[src/rtl/button_event_decoder.sv]
// Turns a debounced button level into single-cycle press/release/click/long/repeat
// pulses plus a held level. All timing is counted in tick strobes.
module button_event_decoder #(
    parameter int unsigned CNT_W        = 8,
    parameter int unsigned LONG_TICKS   = 100,
    parameter int unsigned REPEAT_TICKS = 25
) (
    input  logic i_clk,
    input  logic i_rst_sync,
    input  logic i_tick,
    input  logic i_debounced,
    output logic o_press,
    output logic o_release,
    output logic o_short_click,
    output logic o_long_press,
    output logic o_repeat,
    output logic o_held
);

    localparam longint unsigned MAX_TICKS   = 64'(1) << CNT_W;
    localparam logic [CNT_W-1:0] LONG_LAST  = CNT_W'(LONG_TICKS - 1);
    localparam logic [CNT_W-1:0] RPT_LAST   = CNT_W'(REPEAT_TICKS - 1);
    localparam bit               REPEAT_EN  = (REPEAT_TICKS != 0);
    localparam bit               PARAMS_OK  = (LONG_TICKS >= 1)
                                           && (64'(LONG_TICKS) <= MAX_TICKS)
                                           && (64'(REPEAT_TICKS) <= MAX_TICKS);

    typedef enum logic [1:0] {
        S_IDLE    = 2'd0,
        S_PRESSED = 2'd1,
        S_LONG    = 2'd2
    } state_t;

    state_t           r_state;
    state_t           w_state_nxt;
    logic [CNT_W-1:0] r_hold_cnt;
    logic [CNT_W-1:0] w_hold_cnt_nxt;
    logic [CNT_W-1:0] r_rpt_cnt;
    logic [CNT_W-1:0] w_rpt_cnt_nxt;
    logic             r_prev;
    logic             w_rise;
    logic             w_fall;
    logic             w_hold_done;
    logic             w_rpt_done;
    logic             w_press_nxt;
    logic             w_release_nxt;
    logic             w_short_click_nxt;
    logic             w_long_press_nxt;
    logic             w_repeat_nxt;
    logic             w_held_nxt;

    assign w_rise      = i_debounced & ~r_prev;
    assign w_fall      = ~i_debounced & r_prev;
    assign w_hold_done = (r_hold_cnt == LONG_LAST);
    assign w_rpt_done  = (r_rpt_cnt == RPT_LAST);

    // prev resets high so a button held through reset never yields a press
    always_ff @(posedge i_clk or posedge i_rst_sync) begin
        if (i_rst_sync) begin
            r_state       <= S_IDLE;
            r_hold_cnt    <= '0;
            r_rpt_cnt     <= '0;
            r_prev        <= 1'b1;
            o_press       <= 1'b0;
            o_release     <= 1'b0;
            o_short_click <= 1'b0;
            o_long_press  <= 1'b0;
            o_repeat      <= 1'b0;
            o_held        <= 1'b0;
        end else begin
            r_state       <= w_state_nxt;
            r_hold_cnt    <= w_hold_cnt_nxt;
            r_rpt_cnt     <= w_rpt_cnt_nxt;
            r_prev        <= i_debounced;
            o_press       <= w_press_nxt;
            o_release     <= w_release_nxt;
            o_short_click <= w_short_click_nxt;
            o_long_press  <= w_long_press_nxt;
            o_repeat      <= w_repeat_nxt;
            o_held        <= w_held_nxt;
        end
    end

    // Next state and counters; a fall always wins over a coincident tick
    always_comb begin
        w_state_nxt    = r_state;
        w_hold_cnt_nxt = r_hold_cnt;
        w_rpt_cnt_nxt  = r_rpt_cnt;
        case (r_state)
            S_IDLE: begin
                if (w_rise) begin
                    w_state_nxt    = S_PRESSED;
                    w_hold_cnt_nxt = '0;
                end
            end
            S_PRESSED: begin
                if (w_fall) begin
                    w_state_nxt = S_IDLE;
                end else if (i_tick) begin
                    if (w_hold_done) begin
                        w_state_nxt   = S_LONG;
                        w_rpt_cnt_nxt = '0;
                    end else begin
                        w_hold_cnt_nxt = r_hold_cnt + CNT_W'(1);
                    end
                end
            end
            S_LONG: begin
                if (w_fall) begin
                    w_state_nxt = S_IDLE;
                end else if (i_tick && REPEAT_EN) begin
                    if (w_rpt_done) begin
                        w_rpt_cnt_nxt = '0;
                    end else begin
                        w_rpt_cnt_nxt = r_rpt_cnt + CNT_W'(1);
                    end
                end
            end
            default: begin
                w_state_nxt = S_IDLE;
            end
        endcase
    end

    // Next values of the registered event pulses
    always_comb begin
        w_press_nxt       = 1'b0;
        w_release_nxt     = 1'b0;
        w_short_click_nxt = 1'b0;
        w_long_press_nxt  = 1'b0;
        w_repeat_nxt      = 1'b0;
        case (r_state)
            S_IDLE: begin
                w_press_nxt = w_rise;
            end
            S_PRESSED: begin
                w_release_nxt     = w_fall;
                w_short_click_nxt = w_fall;
                w_long_press_nxt  = ~w_fall & i_tick & w_hold_done;
            end
            S_LONG: begin
                w_release_nxt = w_fall;
                w_repeat_nxt  = ~w_fall & i_tick & REPEAT_EN & w_rpt_done;
            end
            default: begin
                w_press_nxt = 1'b0;
            end
        endcase
        w_held_nxt = (w_state_nxt != S_IDLE);
    end

    a_params_legal: assert property (@(posedge i_clk) PARAMS_OK);

endmodule

[config.mk]
export PLATFORM = sky130hd
export DESIGN_NAME = button_event_decoder
export DESIGN_NICKNAME = d
export VERILOG_FILES = /design/src/rtl/button_event_decoder.sv
export SDC_FILE = /design/constraint.sdc
export NUM_CORES = 1
export LEC_CHECK = 0
export ABC_AREA = 1
export BUFFER_PORTS_ARGS = -buffer_cell sky130_fd_sc_hd__buf_4
export CAP_MARGIN = 20
export CORE_MARGIN = 2
export CORE_UTILIZATION = 59
export CTS_CLUSTER_SIZE = 16
export DETAILED_ROUTE_END_ITERATION = 12
export PLACE_DENSITY = 0.76
export SYNTH_ARGS = -nofsm -noshare
export SYNTH_HDL_FRONTEND = slang
export SYNTH_SLANG_ARGS = --single-unit
[constraint.sdc]
create_clock -name i_clk -period 1.6 [get_ports i_clk]
set_input_delay 0.32 -clock i_clk [delete_from_list [all_inputs] [get_ports i_clk]]
set_output_delay 0.32 -clock i_clk [all_outputs]
set_load 0.01 [all_outputs]
==> results.txt, run 1 <==
Post-route DRC - 0
First-pass DRT Iterations - 4
Critical path origin - r_state[0]
N_diodes - 0
Worst reg2reg endpoint - r_rpt_cnt[4]
Reg area - 627 um^2
CTS max path bufs - 2
GRT overflow - 0
Hold buffer count at CTS - 0
Layout cell share with drive strength beyond 1 - 17.9%
Syn Inst Count - 193
Fill cells - 199
Root Buffer - clkbuf_4
Leak Pwr - 0.000881 uW
Post-route insts no fill - 242
R2r setup slk - 0.08 ns
Critical Path RT - 1.84 ns
Crit-path max cell delay - 0.43 ns
Drt via density - 5.16
Core box area - 2410 um^2
Setup slack at placement - 0.0190 ns
Iter 0 DRT Violations - 31
Crit end category - flop
DP Cell Count - 232
Area Overhead vs Synth - 12.4%
Max_cap viols - 0
Worst flop-to-flop path startpoint - r_state[0]
Vias in the first global route - 1022
Worst EP arrival - 1.76 ns
Clk_skew - 0.00456 ns
Post-route minimum period - 1.52 ns
Post-DP HPWL - 1970 um
H-tree depth - 1
Critical path's slowest cell - dfrtp_1
Status - complete, no violations
Largest net degree at the start of global routing - 26
Largest cells by area after synthesis - dfrtp_1, nand2_1, inv_1
Synthesized flop and latch total - 25
DR vias - 1248
Gp weighted congestion - 0.796
Final worst-path cycle share - 95.2%
R2R cell count - 6
Clock slew at reported path FFs - 0.13 ns
Syn_area_per_cell - 7.63 um^2
Chip width - 54.0 um
CP Max Fanout - 8
Routed Antenna Nets - 0
Leading area contributor after synthesis - dfrtp_1
Critical path class - reg -> reg
CP cell instances - inv_1, ha_1, nor2_1, nor3_2, nand2_2, o21ai_0
# setup viols final - 0
Fmax achieved - 0.657 GHz
Fin nets - 224
Hold Path Class - in -> async
Multi-input gate area - 707 um^2
Initial core utilization - 61.1%
Die Height - 54.0 um
Fin. Hold Viols - 0
Pins Over Slew Limit - 0
Row cnt - 18
DR WL/cell - 11.4 um
Setup ws final - 0.0775 ns
Clock Latency Late Sink - 0.31 ns
Worst setup path endpoint - r_rpt_cnt[4]
Slew @ Worst Pin - 0.320 ns
Fin Hold WS - 0.0384 ns
CTS tree - built
Slew headroom - 78.7%
TritonCTS Buffers - 3
Drt total wl - 2760 um
Setup crit start kind - flop
Die ar. - 2910 um^2
GR Util All Layers - 20.7%
Synthesized area - 1470 um^2
Initial antenna violation count - 0
Synthesized Nets - 204
CTS sink cnt - 25
I/O pin total - 10
Max VDD drop - 0.943 mV
Port Buf Inserts - 9
Register area share after synthesis - 42.6%
Total number of yosys warnings - 0
Power density over the cells - 982 nW/um^2
Global-route wire length before repair - 4330 um
Top cell type's share of synthesized area - 40.8%
Netlist cell types - 23
[where the power goes]
part	internal [uW]	total (uW)	switching [uW]
combinational	245	621	375
clock	97.4	278	181
sequential	687	727	40.5
total	1030	1630	596
[layer usage]
| metal | vias to the layer above | share of wire (%) | GRT usage, % | routed length (um) |
|---|---|---|---|---|
| li1 | 636 | - | - | - |
| met4 | 0 | 1.1 | 8.12 | 30 |
| met3 | 4 | 2.9 | 3.33 | 79 |
| met1 | 586 | 44 | 26.8 | 1210 |
| met2 | 22 | 52 | 34.3 | 1440 |
| met5 | - | 0 | 0 | 0 |
[stage by stage]
stage	setup TNS [ns]	utilization (%)	instance area, um^2	power (uW)
after floorplan	0	-	1470	1130
after global placement	0	65.0	1570	1230
after detailed placement	0	65.0	1570	1250
after CTS	0	66.0	1590	1520
after global routing	-0.0586	68.7	1660	1740
final	0	68.7	1660	1630
[flip-flops by register name, summed over array words and instances, names as in the netlist]
signal / flops
o_long_press: 1
r_hold_cnt: 8
r_state: 2
r_prev: 1
r_rpt_cnt: 8
o_press: 1
o_repeat: 1
o_release: 1
o_short_click: 1
o_held: 1
[cell usage in the layout, fill, tap and decap left out, types with 4 or more instances in the layout]
master   count
o21ai_0      9
buf_4       17
nand4_1      4
xor2_1       6
nand2_1     55
ha_1         5
inv_1       32
o21ai_1      7
nand3_1     16
dfrtp_1     24
nor2_1      13
[how the worst min path moves through the flow]
stage / end / slack (ns)
2_1_floorplan: r_prev / 0.32
3_3_place_gp: r_hold_cnt[6] / 0.39
3_5_place_dp: r_hold_cnt[6] / 0.40
4_1_cts: r_hold_cnt[6] / 0.04
5_1_grt: r_hold_cnt[5] / 0.05
6_report: r_hold_cnt[6] / 0.04
[critical path, delay by kind of cell (launching register included)]
family / cells / cell delay (ns)
compound gates: 1 / 0.20
simple gates: 3 / 0.54
flops: 1 / 0.43
fa+ha+maj: 1 / 0.18
buf+inv: 1 / 0.11
[repair_timing]
| item | in CTS | in global routing |
|---|---|---|
| gates resized for setup | 0 | 6 |
| setup endpoints to repair | 0 | 16 |
| setup buffers | 0 | 5 |
[logic make-up after synthesis]
group / share of synthesized area, %
AO/OA/AOI/OAI: 7.56
AND/OR/NAND/NOR: 29.1
flip-flops: 42.6
adder cells (fa/ha/maj): 5.95
XOR/XNOR: 3.57
buffers and inverters: 11.2
[layout make-up]
cell class	instances	area share, %
well taps	30	2.27
inverters	34	7.86
multi-input cells	132	42.7
repair buffers	17	7.71
clock buffers	4	1.59
flip-flops and latches	25	37.9
[synth_stat cells]
cell type and number:
o21ai_0 10, dfstp_2 1, ha_1 7, nand3_1 16, nand2_2 2, o21ai_2 3
or2_2 1, nor2_2 3, nor3_1 2, nand4_1 4, nand3_2 1, dlymetal6s2s_1 1
nor2_1 13, inv_4 1, inv_1 32, dfrtp_1 24, o21ai_1 6, xor2_1 6
nand2_4 1, a21oi_1 1, buf_6 2, inv_2 1, nand2_1 55
(Power assumes the default switching activity.)
==> inputs of run 2 (changes only) <==
REMOVE_ABC_BUFFERS = 1   (was default)
==> results.txt, run 2 (synthesis gave the netlist of run 1 again) <==
Status - complete, no violations
Drt via density - 5.01
Fin nets - 222
H-tree depth - 1
Hold buffer count at CTS - 0
Internal power - 1000 uW
Clock slew at reported path FFs - 0.14 ns
Layout cell share with drive strength beyond 1 - 17.6%
Fin. Hold Viols - 0
Crit-path max cell delay - 0.43 ns
Worst EP arrival - 1.69 ns
Regs by FF count - r_hold_cnt: 8 flops, r_rpt_cnt: 8 flops, r_state: 2 flops
Max VDD drop - 0.980 mV
Critical path class - reg -> reg
Routed Antenna Nets - 0
Initial antenna violation count - 0
Fmax achieved - 0.680 GHz
Initial core utilization - 61.1%
CTS tree - built
Global-route wire length before repair - 4330 um
NetSw - 589 uW
Fill cells - 221
CTS max path bufs - 2
Power share of the clock group - 18.0%
Switching share of power - 37.0%
Critical Path RT - 1.81 ns
Vias in the first global route - 1080
Worst flop-to-flop path startpoint - r_state[0]
Critical path's slowest cell - dfrtp_1
GR Util All Layers - 20.6%
Area Overhead vs Synth - 11.5%
Max_cap viols - 0
Slew @ Worst Pin - 0.323 ns
Setup crit start kind - flop
# setup viols final - 0
Largest net degree at the start of global routing - 26
Critical path origin - r_state[0]
Gp weighted congestion - 0.809
Design Power - 1590 uW
Pins Over Slew Limit - 0
Iter 0 DRT Violations - 18
Post-route DRC - 0
First-pass DRT Iterations - 4
Post-route minimum period - 1.47 ns
Flop pwr share - 45.3%
I/O pin total - 10
Post-DP HPWL - 1930 um
DR vias - 1203
Port Buf Inserts - 9
Die ar. - 2910 um^2
Clock Latency Late Sink - 0.32 ns
Row cnt - 18
Slew headroom - 78.5%
Crit end category - flop
Max Used Layer - met4
RSZ-0062 raised after global routing - false
Metal2 WL - 1330 um
Most common cell after layout, fill and taps aside - nand2_1
Hold Path Class - in -> async
N_diodes - 0
Drt total wl - 2640 um
CTS sink cnt - 25
Leak Pwr - 0.000876 uW
Met3 WL - 53 um
Setup tns final - 0 ns
Final worst-path cycle share - 92.0%
Power density over the cells - 969 nW/um^2
CP cell instances - inv_1, ha_1, nor2_1, nor3_2, nand2_2, nand2_1, o21ai_0
Chip width - 54.0 um
Core box area - 2410 um^2
Clk_skew - 0.00840 ns
Met1 wire length - 1220 um
DR WL/cell - 11.0 um
Most frequent cells in the layout - nand2_1, inv_1, dfrtp_1
Combinational share of power - 36.7%
CP Max Fanout - 8
Root Buffer - clkbuf_4
GRT overflow - 0
TritonCTS Buffers - 3
Die Height - 54.0 um
-- run 2: layout make-up --
type	count	area [um^2]	area share, %
Tap cell	30	37.5	2.29
Clock inverter	1	5.00	0.305
Clock buffer	3	22.5	1.37
Sequential cell	25	627	38.2
Timing Repair Buffer	15	113	6.86
Multi-Input combinational cell	132	707	43.1
Inverter	34	130	7.93
-- run 2: metrics by stage --
stage	std cells	worst slack, ns	hold slack, ns	utilization [%]	instance area (um^2)
5_1_grt	240	0.00336	0.0511	68.1	1640
2_1_floorplan	190	0.0280	0.324	-	1440
3_3_place_gp	232	0.123	0.393	65.0	1570
4_1_cts	236	0.0335	0.0277	66.1	1590
6_report	240	0.129	0.0273	68.1	1640
3_5_place_dp	232	0.0727	0.401	65.0	1570
-- run 2: worst paths after layout --
check                                end  slack [ns]  depth (start not counted)
hold reg to reg            r_hold_cnt[1]        0.53                          2
hold / removal              r_rpt_cnt[1]        0.03                          3
max in group asynchronous         r_prev        1.28                          3
setup / recovery            r_rpt_cnt[6]        0.13                          7
setup reg to reg            r_rpt_cnt[6]        0.13                          7
min in group i_clk                r_prev        0.10                          1
-- run 2: routing by layer --
metal / vias up / GRT usage, %
li1: 630 / -
met1: 556 / 23.9
met2: 12 / 37.8
met3: 5 / 3.33
met4: 0 / 7.69
met5: - / 0
-- run 2: repair_timing --
action | CTS | global route
hold endpoints to repair | 0 | 0
gates resized for setup | 0 | 7
endpoints found under the setup margin | 0 | 17
buffers inserted | 0 | 3
-- run 2: power groups by stage --
stage / clock network [uW] / logic [uW] / registers, uW
2_1_floorplan: 0 / 362 / 739
3_3_place_gp: 0 / 498 / 730
3_5_place_dp: 0 / 515 / 732
4_1_cts: 298 / 516 / 720
5_1_grt: 316 / 666 / 726
6_report: 286 / 584 / 721
-- run 2: critical path, delay by kind of cell, from the launching register on --
kind                       cells  cell delay [ns]
AOI/OAI and AO/OA              1             0.07
DFF                            1             0.43
adders and majority gates      1             0.18
buffers and inverters          1             0.11
and+or+nand+nor                4             0.58
==> inputs of run 3 (changes only) <==
CORE_UTILIZATION = 33   (was 59)
PLACE_DENSITY = 0.5   (was 0.76)
==> results.txt, run 3 (synthesis gave the netlist of run 1 again) <==
Drt total wl - 2920 um
Largest net degree at the start of global routing - 26
R2R cell count - 7
Critical path's top delay family - simple AND/OR/NAND/NOR gates
Hold buffer count at CTS - 0
Initial core utilization - 34.1%
Global-route wire length before repair - 5320 um
Fin nets - 223
R2r setup slk - 0.11 ns
Row cnt - 24
Initial antenna violation count - 0
Fmax achieved - 0.671 GHz
Leak Pwr - 0.000894 uW
Crit end category - flop
CTS tree - built
Critical path class - reg -> reg
GRT overflow - 0
Gp weighted congestion - 0.699
Root Buffer - clkbuf_8
Pins Over Slew Limit - 0
DR WL/cell - 11.1 um
CP cell instances - buf_4, ha_4, nor2_1, nor3_2, nand2_2, nand2_1, o21ai_0
Post-route DRC - 0
Slew headroom - 77.5%
Post-route insts no fill - 263
Final worst-path cycle share - 93.1%
Iter 0 DRT Violations - 37
Fill cells - 473
Chip width - 70.8 um
CTS max path bufs - 2
Worst EP arrival - 1.65 ns
Critical Path RT - 1.76 ns
Flop pwr share - 41.7%
NetSw - 639 uW
Max VDD drop - 0.522 mV
Status - complete, no violations
N_diodes - 0
Slew @ Worst Pin - 0.338 ns
Post-route minimum period - 1.49 ns
DR vias - 1189
Post-DP HPWL - 2030 um
Switching share of power - 36.9%
Crit-path max cell delay - 0.39 ns
Clock slew at reported path FFs - 0.09 ns
Hold Path Class - in -> async
Most frequent cells in the layout - nand2_1, inv_1, dfrtp_1
Most common cell after layout, fill and taps aside - nand2_1
Worst reg2reg endpoint - r_rpt_cnt[1]
CP bufs+invs - 1
Area Overhead vs Synth - 16.1%
Die Height - 70.8 um
I/O pin total - 10
Setup tns final - 0 ns
Layout cell share with drive strength beyond 1 - 19.4%
Internal power - 1090 uW
DP Cell Count - 256
Power density over the cells - 1010 nW/um^2
Drt via density - 4.52
CTS sink cnt - 25
Clk_skew - 0.00161 ns
GR Util All Layers - 13.3%
Vias in the first global route - 1184
Setup crit start kind - flop
Design Power - 1730 uW
TritonCTS Buffers - 3
First-pass DRT Iterations - 4
H-tree depth - 1
Combinational share of power - 35.5%
Fin. Hold Viols - 0
Die ar. - 5010 um^2
Setup slack at placement - 0.0902 ns
Max_cap viols - 0
Regs by FF count - r_hold_cnt: 8 flops, r_rpt_cnt: 8 flops, r_state: 2 flops
Clock Latency Late Sink - 0.27 ns
Routed Antenna Nets - 0
Worst flop-to-flop path startpoint - r_state[0]
# setup viols final - 0
CP Max Fanout - 8
Power share of the clock group - 22.8%
Core box area - 4320 um^2
Setup ws final - 0.110 ns
Critical path's slowest cell - dfrtp_1
Port Buf Inserts - 9
==> run 3: changes by cell type in the layout (fill, tap and decap cells not counted), moves of 2 or more <==
cell      before  now
inv_2          1    3
inv_1         32   30
nor2_2         3    1
clkbuf_4       3    0
nor2_4         0    2
clkbuf_8       0    3
==> run 3: area by class of cell <==
cell class                 count  area (um^2)  area share [%]
clock buffer                   3         41.3            2.42
clock inverter                 1         5.00           0.293
inverter                      34          130            7.61
multi-input combinational    132          721            42.2
sequential                    25          627            36.7
tap                           52         65.1            3.81
timing repair buffer          16          120            7.03
==> run 3: power groups by stage <==
stage / sequential [uW] / combinational (uW) / clock (uW)
final: 721 / 613 / 394
after global routing: 726 / 711 / 453
after CTS: 722 / 527 / 419
after detailed placement: 734 / 525 / 0
after global placement: 734 / 524 / 0
after floorplan: 739 / 362 / 0
==> run 3: layer usage <==
layer  wire [um]  share of wire [%]  vias up  track usage, %
met5           0                  0        -               0
met4          30                1.0        0            4.40
met3          61                2.1        2            3.42
met2        1470                 50        7            22.5
met1        1360                 47      547            16.5
li1            -                  -      633               -
==> run 3: worst max-delay path by stage <==
stage,startpoint,to,slack (ns),cells after the start
after floorplan,r_state[1],r_rpt_cnt[1],0.03,7
after global placement,r_state[0],r_rpt_cnt[2],0.12,7
after detailed placement,r_state[1],r_rpt_cnt[1],0.09,7
after CTS,r_state[1],r_rpt_cnt[1],0.07,7
after global routing,r_state[1],r_rpt_cnt[6],-0.01,6
final,r_state[0],r_rpt_cnt[1],0.11,7
==> run 3: timing repair <==
action / 4_1_cts / 5_1_grt
endpoints found under the hold margin: 0 / 0
buffers inserted: 0 / 2
gates resized for setup: 0 / 12
setup endpoints to repair: 0 / 11
==> run 3: through the flow <==
| step | cell area, um^2 | util (%) | hold WS, ns |
|---|---|---|---|
| 6_report | 1710 | 39.5 | 0.0943 |
| 3_5_place_dp | 1610 | 37.2 | 0.414 |
| 5_1_grt | 1710 | 39.5 | 0.120 |
| 4_1_cts | 1650 | 38.3 | 0.105 |
| 2_1_floorplan | 1440 | - | 0.324 |
| 3_3_place_gp | 1610 | 37.2 | 0.411 |
==> run 3: worst register-to-register path, delay by kind of cell, from the launching register on <==
kind | cells | cell delay, ns
AO/OA/AOI/OAI | 1 | 0.08
adder cells (fa/ha/maj) | 1 | 0.14
buffers and inverters | 1 | 0.13
flip-flops | 1 | 0.39
AND/OR/NAND/NOR | 4 | 0.63
